===== src/rtl/booth_mul_seq_if.sv =====
// Start/busy/done handshake and product bus for booth_mul_seq.
// The master drives start and operands; the slave returns status and the product halves.
interface booth_mul_seq_if #(
    parameter int unsigned WIDTH = 32
);
    logic             start;
    logic             is_signed;
    logic [WIDTH-1:0] a;
    logic [WIDTH-1:0] b;
    logic             busy;
    logic             done;
    logic [WIDTH-1:0] hi;
    logic [WIDTH-1:0] lo;

    modport master (
        output start, is_signed, a, b,
        input  busy, done, hi, lo
    );

    modport slave (
        input  start, is_signed, a, b,
        output busy, done, hi, lo
    );
endinterface


===== src/rtl/booth_mul_seq.sv =====
// Sequential radix-4 Booth multiplier: one Booth digit per clock, WIDTH/2+1 steps per product.
// Operands are widened by two bits so signed and unsigned share one datapath.
module booth_mul_seq #(
    parameter int unsigned WIDTH = 32
) (
    input logic             clk,
    input logic             clr,
    booth_mul_seq_if.slave  bus
);
    localparam int unsigned E    = WIDTH + 2;
    localparam int unsigned A    = E + 1;
    localparam int unsigned PW   = A + E + 1;
    localparam int unsigned N    = WIDTH / 2 + 1;
    localparam int unsigned CntW = $clog2(N);

    typedef enum logic [1:0] {StIdle, StCalc, StDone} state_e;

    state_e           state_q, state_d;
    logic [CntW-1:0]  cnt_q, cnt_d;
    logic [E-1:0]     m_q, m_d;
    logic [PW-1:0]    p_q, p_d;
    logic [WIDTH-1:0] hi_q, hi_d;
    logic [WIDTH-1:0] lo_q, lo_d;

    logic [E-1:0]     a_ext, b_ext;
    logic [A-1:0]     m1, m2, pp, sum;
    logic [PW-1:0]    p_step;

    assign a_ext = bus.is_signed ? {{2{bus.a[WIDTH-1]}}, bus.a} : {2'b00, bus.a};
    assign b_ext = bus.is_signed ? {{2{bus.b[WIDTH-1]}}, bus.b} : {2'b00, bus.b};
    assign m1    = {m_q[E-1], m_q};
    assign m2    = {m_q, 1'b0};

    // p_q = {accumulator[A], multiplier[E], guard bit}; the low three bits are the Booth triplet.
    always_comb begin
        pp = '0;
        case (p_q[2:0])
            3'b001, 3'b010: pp = m1;
            3'b011:         pp = m2;
            3'b100:         pp = ~m2 + A'(1);
            3'b101, 3'b110: pp = ~m1 + A'(1);
            default:        pp = '0;
        endcase
    end

    assign sum    = p_q[PW-1 -: A] + pp;
    assign p_step = {{2{sum[A-1]}}, sum, p_q[E:2]};

    always_comb begin
        state_d = state_q;
        cnt_d   = cnt_q;
        m_d     = m_q;
        p_d     = p_q;
        hi_d    = hi_q;
        lo_d    = lo_q;
        unique case (state_q)
            StIdle, StDone: begin
                state_d = StIdle;
                if (bus.start) begin
                    state_d = StCalc;
                    cnt_d   = '0;
                    m_d     = a_ext;
                    p_d     = {{A{1'b0}}, b_ext, 1'b0};
                end
            end
            StCalc: begin
                p_d   = p_step;
                cnt_d = cnt_q + CntW'(1);
                if (cnt_q == CntW'(N - 1)) begin
                    state_d = StDone;
                    // Product sits just above the guard bit once the multiplier is shifted out.
                    hi_d    = p_step[2*WIDTH:WIDTH+1];
                    lo_d    = p_step[WIDTH:1];
                end
            end
            default: state_d = StIdle;
        endcase
    end

    always_ff @(posedge clk or negedge clr) begin
        if (!clr) begin
            state_q <= StIdle;
            cnt_q   <= '0;
            m_q     <= '0;
            p_q     <= '0;
            hi_q    <= '0;
            lo_q    <= '0;
        end else begin
            state_q <= state_d;
            cnt_q   <= cnt_d;
            m_q     <= m_d;
            p_q     <= p_d;
            hi_q    <= hi_d;
            lo_q    <= lo_d;
        end
    end

    assign bus.busy = (state_q == StCalc);
    assign bus.done = (state_q == StDone);
    assign bus.hi   = hi_q;
    assign bus.lo   = lo_q;
endmodule

===== src/flat_wrapper.sv =====
// flat-port wrapper written by rule: the top's interface ports become plain ports
module booth_mul_seq_flat 
#(
    parameter int unsigned WIDTH = 32
)
  (clk, clr, bus_start, bus_is_signed, bus_a, bus_b, bus_busy, bus_done, bus_hi, bus_lo);
  booth_mul_seq_if #(.WIDTH(WIDTH)) bus_i ();
  input logic clk;
  input logic clr;
  input wire logic [$bits(bus_i.start)-1:0] bus_start;
  input wire logic [$bits(bus_i.is_signed)-1:0] bus_is_signed;
  input wire logic [$bits(bus_i.a)-1:0] bus_a;
  input wire logic [$bits(bus_i.b)-1:0] bus_b;
  output wire logic [$bits(bus_i.busy)-1:0] bus_busy;
  output wire logic [$bits(bus_i.done)-1:0] bus_done;
  output wire logic [$bits(bus_i.hi)-1:0] bus_hi;
  output wire logic [$bits(bus_i.lo)-1:0] bus_lo;
  assign bus_i.start = bus_start;
  assign bus_i.is_signed = bus_is_signed;
  assign bus_i.a = bus_a;
  assign bus_i.b = bus_b;
  assign bus_busy = bus_i.busy;
  assign bus_done = bus_i.done;
  assign bus_hi = bus_i.hi;
  assign bus_lo = bus_i.lo;
  booth_mul_seq #(.WIDTH(WIDTH)) u_core (.clk(clk), .clr(clr), .bus(bus_i));
endmodule

===== config.mk =====
export PLATFORM = sky130hd
export DESIGN_NAME = booth_mul_seq_flat
export DESIGN_NICKNAME = d
export VERILOG_FILES = /design/src/rtl/booth_mul_seq_if.sv /design/src/rtl/booth_mul_seq.sv /design/src/flat_wrapper.sv
export SDC_FILE = /design/constraint.sdc
export NUM_CORES = 1
export LEC_CHECK = 0
export ABC_AREA = 1
export BUFFER_PORTS_ARGS = -buffer_cell sky130_fd_sc_hd__buf_2
export CELL_PAD_IN_SITES_DETAIL_PLACEMENT = 1
export CELL_PAD_IN_SITES_GLOBAL_PLACEMENT = 2
export CORE_AREA = 2 2 191 193
export DETAILED_ROUTE_END_ITERATION = 6
export DIE_AREA = 0 0 193 195
export GPL_TIMING_DRIVEN = 0
export PLACE_DENSITY = 0.83
export SLEW_MARGIN = 20
export SYNTH_ARGS = -nofsm -noshare
export SYNTH_HDL_FRONTEND = slang
export SYNTH_SLANG_ARGS = --single-unit

===== constraint.sdc =====
create_clock -name clk -period 7.4 [get_ports clk]
set_input_delay 1.11 -clock clk [delete_from_list [all_inputs] [get_ports clk]]
set_output_delay 1.11 -clock clk [all_outputs]
set_load 0.01 [all_outputs]

# ---- Word level (Yosys, flattened, before mapping)
# Cells that the tools add are included.
dict set report classes {
  reduce_logical 8
  n_eq_ne 11
  add_sub_neg 4
  mux 10
  bitwise_logic 2
  n_div 0
  shift 0
  n_mul 0
  order_cmp 0
}
# cell count
set op_table {}
lappend op_table {{35-bit case mux with 4 select lines} 1}
lappend op_table {{70-bit case mux with 2 select lines} 1}
lappend op_table {{35-bit by 1-bit adder with 35-bit output, second input constant} 2}
lappend op_table {{70-bit two-way mux} 1}
lappend op_table {{35-bit inverter} 2}
lappend op_table {{34-bit two-way mux} 2}
lappend op_table {{35-bit adder} 1}
lappend op_table {{5-bit case mux with 2 select lines} 1}
lappend op_table {{3-bit == test, second input constant} 3}
lappend op_table {{3-bit by 2-bit == test with 1-bit output, second input constant} 2}
lappend op_table {{2-bit AND reduction} 3}
lappend op_table {{2-bit OR reduction} 3}
lappend op_table {{5-bit by 1-bit adder with 5-bit output, second input constant} 1}
lappend op_table {{5-bit == test, second input constant} 1}
lappend op_table {{5-bit two-way mux} 1}
lappend op_table {{2-bit case mux with 2 select lines} 1}
lappend op_table {{3-bit by 1-bit == test with 1-bit output, second input constant} 1}
lappend op_table {{2-bit by 1-bit == test with 1-bit output, second input constant} 1}
lappend op_table {{2-bit == test, second input constant} 1}
lappend op_table {{2-bit zero test} 1}
lappend op_table {{2-bit two-way mux} 1}
lappend op_table {{2-bit by 1-bit inequality test with 1-bit output, second input constant} 1}
lappend op_table {{2-bit inequality test, second input constant} 1}
lappend op_table {{2-bit nonzero test} 1}
lappend op_table {{1-bit two-way mux} 1}
dict set report word_totals {
  output_inout_bits 66
  latch_bits 0
  mem_count 0
  rom_bits 0
  in_bits 68
  ram_bits 0
  register_bits 175
}

# ---- Depth between registers and ports, before layout
# Gate-level depths: netlist of the first run.
dict set report logic_depth {
  word_depth 5
  ltp_mapped 24
  depth_no_buf 24
}

# ---- Least setup slack after synthesis of the first run
# No wires, ideal clock.
dict set report synth_path {
  path_type {register -> register}
  from {register u_core.m_q[1]}
  to {register u_core.p_q[68]}
  path_buffers 0
  arrival_time_ps 2806
  setup_time_ps 119
  setup_slack_ps 4475
  stages_incl_launch_ff 22
  path_cell_list {dfrtp_1 > inv_1 > ha_1 > nand3_1 > inv_1 > nand2_1 > nor2_2 > nand3_1 > xor2_1 > inv_1 > nand2_1 > o2111ai_1 > ha_1 > nand2_1 > nor2_1 > inv_1 > nor3_1 > nand3_1 > nand3_1 > nand3_1 > nand3_1 > nand2_1}
}
dict set report synth_via {
  elab_chain_len 5
  word_cells_on_any_way 7
  cone_classes {3 x add/sub; 2 x mux; 2 x bitwise}
}
# item line_no
set synth_rtl {}
lappend synth_rtl {{start, declared} booth_mul_seq.sv:20} ;# logic [E-1:0] m_q, m_d;
lappend synth_rtl {{start signal, assigned} booth_mul_seq.sv:91} ;# m_q <= m_d;
lappend synth_rtl {{35-bit inverter, on equally long branches} {booth_mul_seq.sv:41, booth_mul_seq.sv:40}}
lappend synth_rtl {{35-bit by 1-bit adder with 35-bit output, on equally long branches} {booth_mul_seq.sv:41, booth_mul_seq.sv:40}}
lappend synth_rtl {{35-bit case mux with 4 select lines *} booth_mul_seq.sv:37} ;# case (p_q[2:0])
lappend synth_rtl {{35-bit adder *} booth_mul_seq.sv:46} ;# assign sum = p_q[PW-1 -: A] + pp;
lappend synth_rtl {{70-bit case mux with 2 select lines *} booth_mul_seq.sv:56} ;# unique case (state_q)
lappend synth_rtl {{end signal, assigned} booth_mul_seq.sv:92} ;# p_q <= p_d;
lappend synth_rtl {{end, declared} booth_mul_seq.sv:21} ;# logic [PW-1:0] p_q, p_d;
# Every way passes the cells marked *; elsewhere a longest branch is shown, timed or not.
# A chain may end at the register's enable or synchronous reset.

# ---- Final worst setup path of the first run
dict set report layout_path {
  from {register u_core.m_q[0]}
  to {register u_core.p_q[66]}
}
# Same word-level chain as after synthesis.

==> flow_metrics.env, run 1 <==
export IMPL_fp_coreArea_mm2=0.0354
export IMPL_worst_path_stages=21
export IMPL_cts_max_level=4
export IMPL_die_h_um=195
export IMPL_cpMostUsedCell="nand2_1"
export IMPL_area_growth_pct=18.0
export IMPL_worstPathArrival_ns=4.44
export IMPL_antenna_found_initial=8
export IMPL_cts_resized=0
export IMPL_ctsHoldBuffers=0
export IMPL_post_synth_top_count_cell="nand2_1"
export IMPL_vias=10300
export IMPL_die_w_um=193
export IMPL_min_period_ns=4.10
export IMPL_clkTransAtPathRegs_ns=0.08
export IMPL_worstSetupStartpointType="flop"
export IMPL_clock_latency_ns=0.45
export IMPL_io_pins=134
export IMPL_cts_tree="yes"
export IMPL_worstPathCellList="inv_1, ha_1, nand3_1, inv_1, nand2_1, nor2_2, nand3_1, xor2_1, inv_1, nand2_1, nand4_1, ha_1, nand2_1, nor2_1, nand2_1, nor4_1, nand3_1, nand3_1, nand2_1, nand3_1, nand2_1"
export IMPL_slew_headroom_pct=49.9
export IMPL_wl_um=37600
export IMPL_crit_buf_inv=3
export IMPL_path_class="reg2reg"
export IMPL_drive_above_1_share_pct=13.5
export IMPL_crit_path_end_kind="flop"
export IMPL_crit_family="simple AND/OR/NAND/NOR gates"
export IMPL_setup_viol=0
export IMPL_syn_nets=1527
export IMPL_cts_setup_buffers=0
export IMPL_yosysTopAreaCellShare_pct=41.0
export IMPL_synthAdderAreaFrac_pct=4.60
export IMPL_drt_pass1_iterations=5
export IMPL_cts_root_buf="clkbuf_16"
export IMPL_period_share_pct=55.4
export IMPL_crit_path_top_delay_cell="ha_1"
export IMPL_ys_top_cells_by_count="nand2_1 (459), dfrtp_1 (172), inv_1 (142), o21ai_0 (109), nand3_1 (96)"
export IMPL_grt_first_pass_wirelength_um=60400
export IMPL_numCtsBuffers=17
export IMPL_overflow=0
export IMPL_place_gp_congestion=0.893
export IMPL_final_hold_viol_count=0
export IMPL_status="finished, final reports clean"
export IMPL_drt_iter0_drc=430
export IMPL_cpPeakStageDelay_ns=0.44
export IMPL_max_freq_ghz=0.244
export IMPL_syn_area_per_cell_um2=7.38
export IMPL_ff2ff_path_depth=21
export IMPL_synthMuxAreaShare_pct=0.0954
export IMPL_dieArea_mm2=0.0376
export IMPL_fillerInstances=4465
export IMPL_synth_simple_gate_area_share_pct=29.9
export IMPL_finalMaxSlewViolations=0
export IMPL_synthCells=1421
export IMPL_synth_edf_count=0
export IMPL_r2r_end="u_core.p_q[66]$_DFFE_PN0P_"
export IMPL_viasPerCell=5.01
export IMPL_synthXorXnorAreaFrac_pct=2.66
export IMPL_finalSetupTns_ns=0
export IMPL_synth_seq_area_share_pct=41.0
export IMPL_r2r_setup_slack_ns=3.30
export IMPL_ys_flop_type="dfrtp_1"
export IMPL_final_nets=1681
export IMPL_port_buffers=133
export IMPL_async_flop_share_pct=100
export IMPL_synth_area_mm2=0.0105
export IMPL_tightest_slew_ns=0.752
export IMPL_row_count=69
export IMPL_initial_core_util_pct=29.6
export IMPL_grt_pass1_vias=11000
export IMPL_hpwl_um=30000
export IMPL_synth_top_family_by_area="simple AND/OR/NAND/NOR gates"
export IMPL_remaining_drc_errors=0
export IMPL_worstHoldEndpoint="u_core.bus.hi[30]$_DFFE_PN0P_"
export IMPL_synth_compound_area_share_pct=14.2
export IMPL_ant_nets=0
export IMPL_min_from="u_core.bus.hi[30]$_DFFE_PN0P_"
export IMPL_rsz0062_at_grt="false"
export IMPL_max_cap_violations=0
export IMPL_worst_ep_required_time_ns=7.74
export IMPL_hold_class="reg2reg"
export IMPL_path_max_fanout=5
export IMPL_holdPathStages=2
export IMPL_grtUsageTotal_pct=20.8
export IMPL_cts_sinks=172
export IMPL_synth_seq_cells=172
export IMPL_synthDistinctLibCells=48
export IMPL_r2r_start="u_core.m_q[0]$_DFFE_PN0P_"
export IMPL_grt_max_degree=70
export IMPL_routedWlPerCell_um=18.3
export IMPL_synth_warnings=0
export IMPL_synth_area_leaders="dfrtp_1 (41%), nand2_1 (16%), o21ai_0 (5.2%)"
export IMPL_clockBufferDepth=2
export IMPL_skew_ns=0.0166
export IMPL_synth_largest_area_cell="dfrtp_1"
[metal layers]
layer,global-route usage (%),share of wire (%),vias to the layer above
li1,-,-,5010
met2,34.1,46,194
met4,6.03,2.4,12
met1,26.9,46,5015
met5,0,0.22,-
met3,5.39,5.5,41
[worst register-to-register path: stages, from the launching register on]
cell,delay (ns)
dfrtp_1,0.39
inv_1,0.14
ha_1,0.27
nand3_1,0.20
inv_1,0.14
nand2_1,0.09
nor2_2,0.14
nand3_1,0.19
xor2_1,0.18
inv_1,0.08
nand2_1,0.06
nand4_1,0.20
ha_1,0.44
nand2_1,0.16
nor2_1,0.30
nand2_1,0.18
nor4_1,0.32
nand3_1,0.20
nand3_1,0.13
nand2_1,0.05
nand3_1,0.07
nand2_1,0.06
[kinds of logic (layout without fill, tap and decap cells)]
group | Yosys count | count (layout)
muxes | 1 | 1
and+or+nand+nor | 729 | 729
other | 0 | 1
adders and majority gates | 38 | 38
DFF | 172 | 172
xor gates and xnor gates | 31 | 31
buffers and inverters | 197 | 364
AOI/OAI and AO/OA | 253 | 253
[how the worst max path moves through the flow]
stage                     slack, ns                       endpoint                       from
after floorplan                4.47     u_core.p_q[68]$_DFFE_PN0P_  u_core.m_q[1]$_DFFE_PN0P_
after global routing           2.96     u_core.p_q[66]$_DFFE_PN0P_  u_core.m_q[0]$_DFFE_PN0P_
after global placement         2.27  u_core.bus.lo[26]$_DFFE_PN0P_                        clr
after detailed placement       3.30  u_core.bus.hi[18]$_DFFE_PN0P_  u_core.m_q[0]$_DFFE_PN0P_
final                          3.30     u_core.p_q[66]$_DFFE_PN0P_  u_core.m_q[0]$_DFFE_PN0P_
after CTS                      3.27  u_core.bus.hi[18]$_DFFE_PN0P_  u_core.m_q[0]$_DFFE_PN0P_
[cell usage in the layout (no fill, tap or decap), types with 2 or more instances in the layout]
cell,instances
nand2_1,459
dfrtp_1,172
buf_2,147
inv_1,142
o21ai_0,109
nand3_1,96
nor2_1,94
a21oi_1,53
ha_1,37
o221ai_1,31
clkbuf_1,28
xor2_1,22
nand4_1,19
nand3b_1,18
clkbuf_16,17
o21ai_1,16
nor3_1,11
o22ai_1,11
nor4_1,9
xnor2_1,8
o2111ai_1,7
o211ai_1,7
o21bai_1,7
inv_2,6
nor2_4,5
clkinv_4,5
nor2_2,4
nor3_2,4
nand3_2,3
o21a_1,3
or2_1,3
clkinv_8,3
inv_8,3
inv_6,3
buf_6,2
o21ai_2,2
a21boi_0,2
buf_1,2
buf_16,2
[sequential cells by signal, indices dropped and copies added (netlist names)]
register	cells
u_core.bus.lo	32
u_core.cnt_q	5
u_core.bus.hi	32
u_core.m_q	33
u_core.state_q	2
u_core.p_q	68
[cell type report]
type | instances | area [um^2] | share of cell area [%]
Clock buffer | 18 | 429 | 3.47
Clock inverter | 14 | 153 | 1.23
Tap cell | 461 | 577 | 4.66
Timing Repair Buffer | 135 | 731 | 5.90
Buffer | 49 | 234 | 1.89
Multi-Input combinational cell | 1052 | 5400 | 43.6
Sequential cell | 172 | 4300 | 34.8
Inverter | 148 | 556 | 4.49
Antenna cell | 1 | 2.50 | 0.0202
[stage by stage]
stage	cell area, um^2	instances	hold WS [ns]	util, %	worst slack (ns)
after floorplan	10500	1421	0.446	-	4.47
after global placement	11700	2015	0.458	33.1	2.27
after CTS	12400	2049	0.482	35.0	3.27
after detailed placement	11800	2017	0.462	33.3	3.30
final	12400	2050	0.473	35.0	3.30
after global routing	12400	2049	0.502	35.0	2.96
Power of run 1 is left out: the tool's default activity adds up to more than one toggle a clock period on the data nets, which glitch-free logic cannot reach.
==> inputs of run 2 (changes only) <==
--- a/config.mk
+++ b/config.mk
@@ -5,7 +5,7 @@
 export SDC_FILE = /design/constraint.sdc
 export NUM_CORES = 1
 export LEC_CHECK = 0
-export ABC_AREA = 1
+export ABC_AREA = 0
 export BUFFER_PORTS_ARGS = -buffer_cell sky130_fd_sc_hd__buf_2
 export CELL_PAD_IN_SITES_DETAIL_PLACEMENT = 1
 export CELL_PAD_IN_SITES_GLOBAL_PLACEMENT = 2
@@ -13,7 +13,7 @@
 export DETAILED_ROUTE_END_ITERATION = 6
 export DIE_AREA = 0 0 193 195
 export GPL_TIMING_DRIVEN = 0
-export PLACE_DENSITY = 0.83
+export PLACE_DENSITY = 0.81
 export SLEW_MARGIN = 20
 export SYNTH_ARGS = -nofsm -noshare
 export SYNTH_HDL_FRONTEND = slang
==> constraint.sdc (replaced) <==
create_clock -name clk -period 4.2 [get_ports clk]
set_input_delay 0.63 -clock clk [delete_from_list [all_inputs] [get_ports clk]]
set_output_delay 0.63 -clock clk [all_outputs]
set_load 0.01 [all_outputs]
==> flow_metrics.env, run 2 <==
export IMPL_initial_core_util_pct=29.7
export IMPL_worstPathArrival_ns=4.87
export IMPL_place_gp_congestion=0.893
export IMPL_viasPerCell=5.33
export IMPL_slew_headroom_pct=50.0
export IMPL_reg_top3="u_core.p_q (68), u_core.m_q (33)"
export IMPL_overflow=0
export IMPL_clockBufferDepth=2
export IMPL_synthDistinctLibCells=74
export IMPL_path_class="reg2reg"
export IMPL_grt_first_pass_wirelength_um=61900
export IMPL_row_count=69
export IMPL_clkTransAtPathRegs_ns=0.08
export IMPL_status="finished with violations"
export IMPL_post_synth_top_count_cell="nand2_1"
export IMPL_path_max_fanout=3
export IMPL_synth_seq_area_share_pct=40.9
export IMPL_syn_area_per_cell_um2=8.26
export IMPL_min_period_ns=4.52
export IMPL_yosysTopAreaCellShare_pct=40.9
export IMPL_final_common_cell="nand2_1"
export IMPL_largest_register_ffs=68
export IMPL_final_cell_count_no_fill=1952
export IMPL_crit_path_end_kind="flop"
export IMPL_fp_coreArea_mm2=0.0354
export IMPL_hpwl_um=28100
export IMPL_synth_area_leaders="dfrtp_1 (41%), nand2_1 (14%), ha_1 (4.4%)"
export IMPL_ff2ff_path_depth=21
export IMPL_worst_ep_required_time_ns=4.55
export IMPL_synthCells=1274
export IMPL_port_buffers=133
export IMPL_clock_latency_ns=0.46
export IMPL_synth_largest_area_cell="dfrtp_1"
export IMPL_use_met1_pct=28.1
export IMPL_synthAdderAreaFrac_pct=4.59
export IMPL_ctsHoldBuffers=0
export IMPL_synthXorXnorAreaFrac_pct=5.74
export IMPL_synth_top_family_by_area="simple AND/OR/NAND/NOR gates"
export IMPL_worstSetupStartpointType="flop"
export IMPL_tightest_slew_ns=0.750
export IMPL_grt_busiest_layer="met2"
export IMPL_remaining_drc_errors=0
export IMPL_skew_ns=0.0183
export IMPL_die_w_um=193
export IMPL_cts_tree="yes"
export IMPL_die_h_um=195
export IMPL_drt_pass1_iterations=5
export IMPL_synth_seq_cells=172
export IMPL_synth_edf_count=0
export IMPL_ys_top_cells_by_count="nand2_1 (398), dfrtp_1 (172), clkbuf_1 (71), o21ai_0 (65), nor2_1 (58)"
export IMPL_dp_cells=1870
export IMPL_synth_warnings=0
export IMPL_synth_simple_gate_area_share_pct=23.2
export IMPL_num_antenna_cells=0
export IMPL_setup_ws_ns=-0.321
export IMPL_grtUsageTotal_pct=21.1
export IMPL_area_growth_pct=31.6
export IMPL_ant_nets=0
export IMPL_finalMaxSlewViolations=0
export IMPL_failed_checks="negative setup slack"
export IMPL_grt_pass1_vias=11000
export IMPL_setup_viol=23
export IMPL_final_nets=1585
export IMPL_drt_iter0_drc=562
export IMPL_synth_compound_area_share_pct=20.0
export IMPL_vias=10400
export IMPL_hold_class="in2async"
export IMPL_synth_area_mm2=0.0105
export IMPL_mostFrequentLayoutCells="nand2_1 (390), dfrtp_1 (163), buf_2 (134)"
export IMPL_max_freq_ghz=0.221
export IMPL_antenna_found_initial=2
export IMPL_async_flop_share_pct=100
export IMPL_drive_above_1_share_pct=27.6
export IMPL_final_hold_viol_count=0
export IMPL_grt_max_degree=91
export IMPL_period_share_pct=108
export IMPL_routedWlPerCell_um=20.3
export IMPL_dieArea_mm2=0.0376
export IMPL_io_pins=134
export IMPL_wl_um=39500
export IMPL_top_register="u_core.p_q"
export IMPL_cts_root_buf="clkbuf_16"
export IMPL_fin_util_pct=39.1
export IMPL_ys_flop_type="dfrtp_1"
export IMPL_rsz0062_at_grt="true"
export IMPL_cts_max_level=4
export IMPL_cts_sinks=172
export IMPL_syn_nets=1380
export IMPL_numCtsBuffers=17
export IMPL_max_cap_violations=0
export IMPL_synthMuxAreaShare_pct=1.69
export IMPL_grt_use_met2_pct=34.1
export IMPL_use_met3_pct=3.63
## run 2: cell types whose count changed after synthesis, sizes merged, moves of 18 or more
| cell | delta |
|---|---|
| a221oi | +18 |
| xnor2 | +38 |
| nand3 | -83 |
| a31oi | +19 |
| a22o | +25 |
| o21ai | -62 |
| nand3b | -18 |
| o221ai | -24 |
| inv | -132 |
| nor2 | -45 |
| nand2 | -62 |
| clkbuf | +43 |
| a22oi | +37 |
## run 2: per-stage QoR
| stage | worst slack (ns) | hold WS [ns] | TNS, ns | area, um^2 |
|---|---|---|---|---|
| finish | -0.321 | 0.186 | -4.57 | 13800 |
| global route | -0.493 | 0.219 | -9.03 | 13800 |
| global placement | -1.29 | 0.453 | -124.90 | 11800 |
| detailed placement | -1.34 | 0.457 | -42.34 | 11900 |
| CTS | -0.284 | 0.204 | -3.41 | 13100 |
| floorplan | -0.00495 | 0.334 | -0.00495 | 10600 |
## run 2: routing by layer
| layer | share of wire [%] | wire, um |
|---|---|---|
| met3 | 4.6 | 1810 |
| met1 | 45 | 17700 |
| met4 | 3.0 | 1180 |
| met5 | 0.056 | 22 |
| met2 | 48 | 18900 |
## run 2: cell type report
cell class	instances	area, um^2
clock inverters	13	126
flip-flops and latches	172	4320
fillers	4189	21600
inverters	18	73.8
well taps	461	577
multi-input cells	1000	6760
clock buffers	18	439
repair buffers	200	1230
plain buffers	70	318
## run 2: final timing paths
| kind | start | end | slack (ns) |
|---|---|---|---|
| min reg2reg | u_core.bus.hi[14]$_DFFE_PN0P_ | u_core.bus.hi[14]$_DFFE_PN0P_ | 0.47 |
| min | clr | u_core.m_q[29]$_DFFE_PN0P_ | 0.19 |
| max in group asynchronous | clr | u_core.bus.hi[3]$_DFFE_PN0P_ | 3.19 |
| min in group clk | bus_a[16] | u_core.m_q[16]$_DFFE_PN0P_ | 0.36 |
| max reg2reg | u_core.m_q[1]$_DFFE_PN0P_ | u_core.bus.hi[29]$_DFFE_PN0P_ | -0.32 |
| max | u_core.m_q[1]$_DFFE_PN0P_ | u_core.bus.hi[29]$_DFFE_PN0P_ | -0.32 |
## run 2: repair_timing
action | in CTS | in global routing
setup endpoints to repair | 58 | 38
pin swaps | 40 | 58
buffers inserted | 36 | 30
gates resized for setup | 112 | 110
## run 2: cell families (layout without fill, tap and decap cells)
group / Yosys count / after routing
mux: 16 / 16
fa+ha+maj: 38 / 38
simple gates: 570 / 570
flops: 172 / 172
buf+inv: 102 / 319
compound gates: 307 / 307
xor+xnor: 69 / 69
## run 2: critical path, stage by stage (launching register included)
cell	delay, ns
dfrtp_1	0.39
inv_2	0.09
ha_4	0.14
nor4b_4	0.22
buf_4	0.18
nand3_4	0.08
or3_4	0.39
or3_4	0.41
nand2_4	0.10
xnor2_4	0.09
a221oi_4	0.36
a31oi_4	0.09
ha_4	0.33
buf_6	0.10
o21ai_2	0.05
a211oi_2	0.24
nand3_1	0.17
a21o_1	0.24
a31oi_4	0.21
a221oi_4	0.10
xnor2_2	0.17
mux2_4	0.27
Power of run 2 is left out for the same reason.
==> inputs of run 3 (changes only) <==
--- a/config.mk
+++ b/config.mk
@@ -9,12 +9,13 @@
 export BUFFER_PORTS_ARGS = -buffer_cell sky130_fd_sc_hd__buf_2
 export CELL_PAD_IN_SITES_DETAIL_PLACEMENT = 1
 export CELL_PAD_IN_SITES_GLOBAL_PLACEMENT = 2
-export CORE_AREA = 2 2 191 193
+export CORE_AREA = 2 2 177 179
 export DETAILED_ROUTE_END_ITERATION = 6
-export DIE_AREA = 0 0 193 195
+export DIE_AREA = 0 0 179 181
 export GPL_TIMING_DRIVEN = 0
-export PLACE_DENSITY = 0.81
-export SLEW_MARGIN = 20
+export PLACE_DENSITY = 0.9
+export SLEW_MARGIN = 30
 export SYNTH_ARGS = -nofsm -noshare
 export SYNTH_HDL_FRONTEND = slang
 export SYNTH_SLANG_ARGS = --single-unit
+export TNS_END_PERCENT = 30
==> flow_metrics.env, run 3 (synthesis results as in run 2) <==
export IMPL_crit_buf_inv=2
export IMPL_final_hold_viol_count=0
export IMPL_worstPathCellList="inv_2, ha_4, nor4b_4, buf_4, nand3_4, or3_4, or3_4, xnor2_1, o22ai_1, ha_1, o21ai_0, nor2_1, nor3_2, a21o_1, a31oi_4, a221oi_2, xnor2_1, mux2_4"
export IMPL_top_register="u_core.p_q"
export IMPL_port_buffers=133
export IMPL_drt_iter0_drc=654
export IMPL_worst_ep_required_time_ns=4.53
export IMPL_multi_input_area_mm2=0.00650
export IMPL_dieArea_mm2=0.0324
export IMPL_grt_max_degree=83
export IMPL_clockBufferDepth=2
export IMPL_finalSetupTns_ns=-4.05
export IMPL_area_growth_pct=27.7
export IMPL_ctsHoldBuffers=0
export IMPL_failed_checks="negative setup slack"
export IMPL_final_nets=1568
export IMPL_vias=10400
export IMPL_max_freq_ghz=0.218
export IMPL_hold_class="in2async"
export IMPL_min_period_ns=4.58
export IMPL_tightest_slew_ns=0.738
export IMPL_path_max_fanout=7
export IMPL_crit_path_top_delay_cell="or3_4"
export IMPL_skew_ns=0.0161
export IMPL_reg_top3="u_core.p_q (68), u_core.m_q (33)"
export IMPL_viasPerCell=5.58
export IMPL_antenna_found_initial=0
export IMPL_setup_viol=24
export IMPL_drive_above_1_share_pct=24.2
export IMPL_hpwl_um=26900
export IMPL_clock_latency_ns=0.46
export IMPL_clkTransAtPathRegs_ns=0.07
export IMPL_fp_coreArea_mm2=0.0303
export IMPL_grt_pass1_vias=10900
export IMPL_routedWlPerCell_um=20.5
export IMPL_num_antenna_cells=0
export IMPL_grt_first_pass_wirelength_um=60200
export IMPL_cts_max_level=4
export IMPL_grtUsageTotal_pct=23.9
export IMPL_die_h_um=181
export IMPL_largest_register_ffs=68
export IMPL_worstPathArrival_ns=4.91
export IMPL_wl_um=38400
export IMPL_io_pins=134
export IMPL_numCtsBuffers=17
export IMPL_crit_family="simple AND/OR/NAND/NOR gates"
export IMPL_mostFrequentLayoutCells="nand2_1 (390), dfrtp_1 (167), buf_2 (135)"
export IMPL_final_common_cell="nand2_1"
export IMPL_cpPeakStageDelay_ns=0.42
export IMPL_initial_core_util_pct=34.7
export IMPL_crit_path_end_kind="flop"
export IMPL_max_cap_violations=0
export IMPL_seq_area_mm2=0.00431
export IMPL_die_w_um=179
export IMPL_overflow=0
export IMPL_drt_pass1_iterations=5
export IMPL_cts_root_buf="clkbuf_16"
export IMPL_cts_sinks=172
export IMPL_path_class="reg2reg"
export IMPL_setup_ws_ns=-0.381
export IMPL_finalMaxSlewViolations=0
export IMPL_row_count=64
export IMPL_ant_nets=0
export IMPL_cts_tree="yes"
export IMPL_worstSetupStartpointType="flop"
export IMPL_slew_headroom_pct=50.8
export IMPL_place_gp_congestion=0.937
export IMPL_rsz0062_at_grt="true"
export IMPL_remaining_drc_errors=0
export IMPL_fillerInstances=3523
export IMPL_period_share_pct=109
export IMPL_status="finished with violations"
==> run 3: cell types whose count changed in the layout (fill, tap and decap cells not counted), sizes merged <==
cell,previous run,this run
clkbuf,75,77
clkinvlp,3,2
clkinv,6,2
buf,213,196
bufinv,0,4
==> run 3: final cells by class <==
| class | count | share of cell area (%) |
|---|---|---|
| Multi-Input combinational cell | 1000 | 48.3 |
| Sequential cell | 172 | 32.1 |
| Timing Repair Buffer | 183 | 8.20 |
| Tap cell | 396 | 3.69 |
| Clock buffer | 20 | 3.32 |
| Buffer | 70 | 2.36 |
| Clock inverter | 12 | 1.46 |
| Inverter | 18 | 0.549 |
==> run 3: metal layers <==
metal,vias to the layer above,wire [um],track usage (%)
met5,-,0,0
met4,0,1390,9.95
met3,68,2200,3.96
met2,315,17900,38.1
met1,5229,16900,32.0
li1,4825,-,-
==> run 3: path summary, 6_finish.rpt <==
path / start / end / cells past startpoint / slack, ns
max in group asynchronous: clr / u_core.p_q[52]$_DFFE_PN0P_ / 3 / 3.14
hold reg to reg: u_core.bus.hi[16]$_DFFE_PN0P_ / u_core.bus.hi[16]$_DFFE_PN0P_ / 2 / 0.47
min in group clk: bus_a[5] / u_core.m_q[5]$_DFFE_PN0P_ / 3 / 0.37
hold / removal: clr / u_core.m_q[29]$_DFFE_PN0P_ / 1 / 0.02
setup reg to reg: u_core.m_q[1]$_DFFE_PN0P_ / u_core.bus.hi[29]$_DFFE_PN0P_ / 18 / -0.38
setup / recovery: u_core.m_q[1]$_DFFE_PN0P_ / u_core.bus.hi[29]$_DFFE_PN0P_ / 18 / -0.38
==> run 3: timing repair <==
item	4_1_cts	5_1_grt
setup buffers	40	8
pin swaps	41	31
gates resized for setup	118	47
setup endpoints to repair	57	37
==> run 3: through the flow <==
step           hold WS, ns  utilization, %  instance area [um^2]  setup WS, ns  instances
3_3_place_gp         0.452            38.7                 11700         -1.19       1803
2_1_floorplan        0.334               -                 10600      -0.00495       1274
6_report            0.0185            44.3                 13400        -0.381       1871
4_1_cts             0.0229            43.5                 13200        -0.248       1865
3_5_place_dp         0.460            38.9                 11800         -1.26       1805
5_1_grt             0.0296            44.3                 13400        -0.507       1871
Power of run 3 is left out for the same reason.
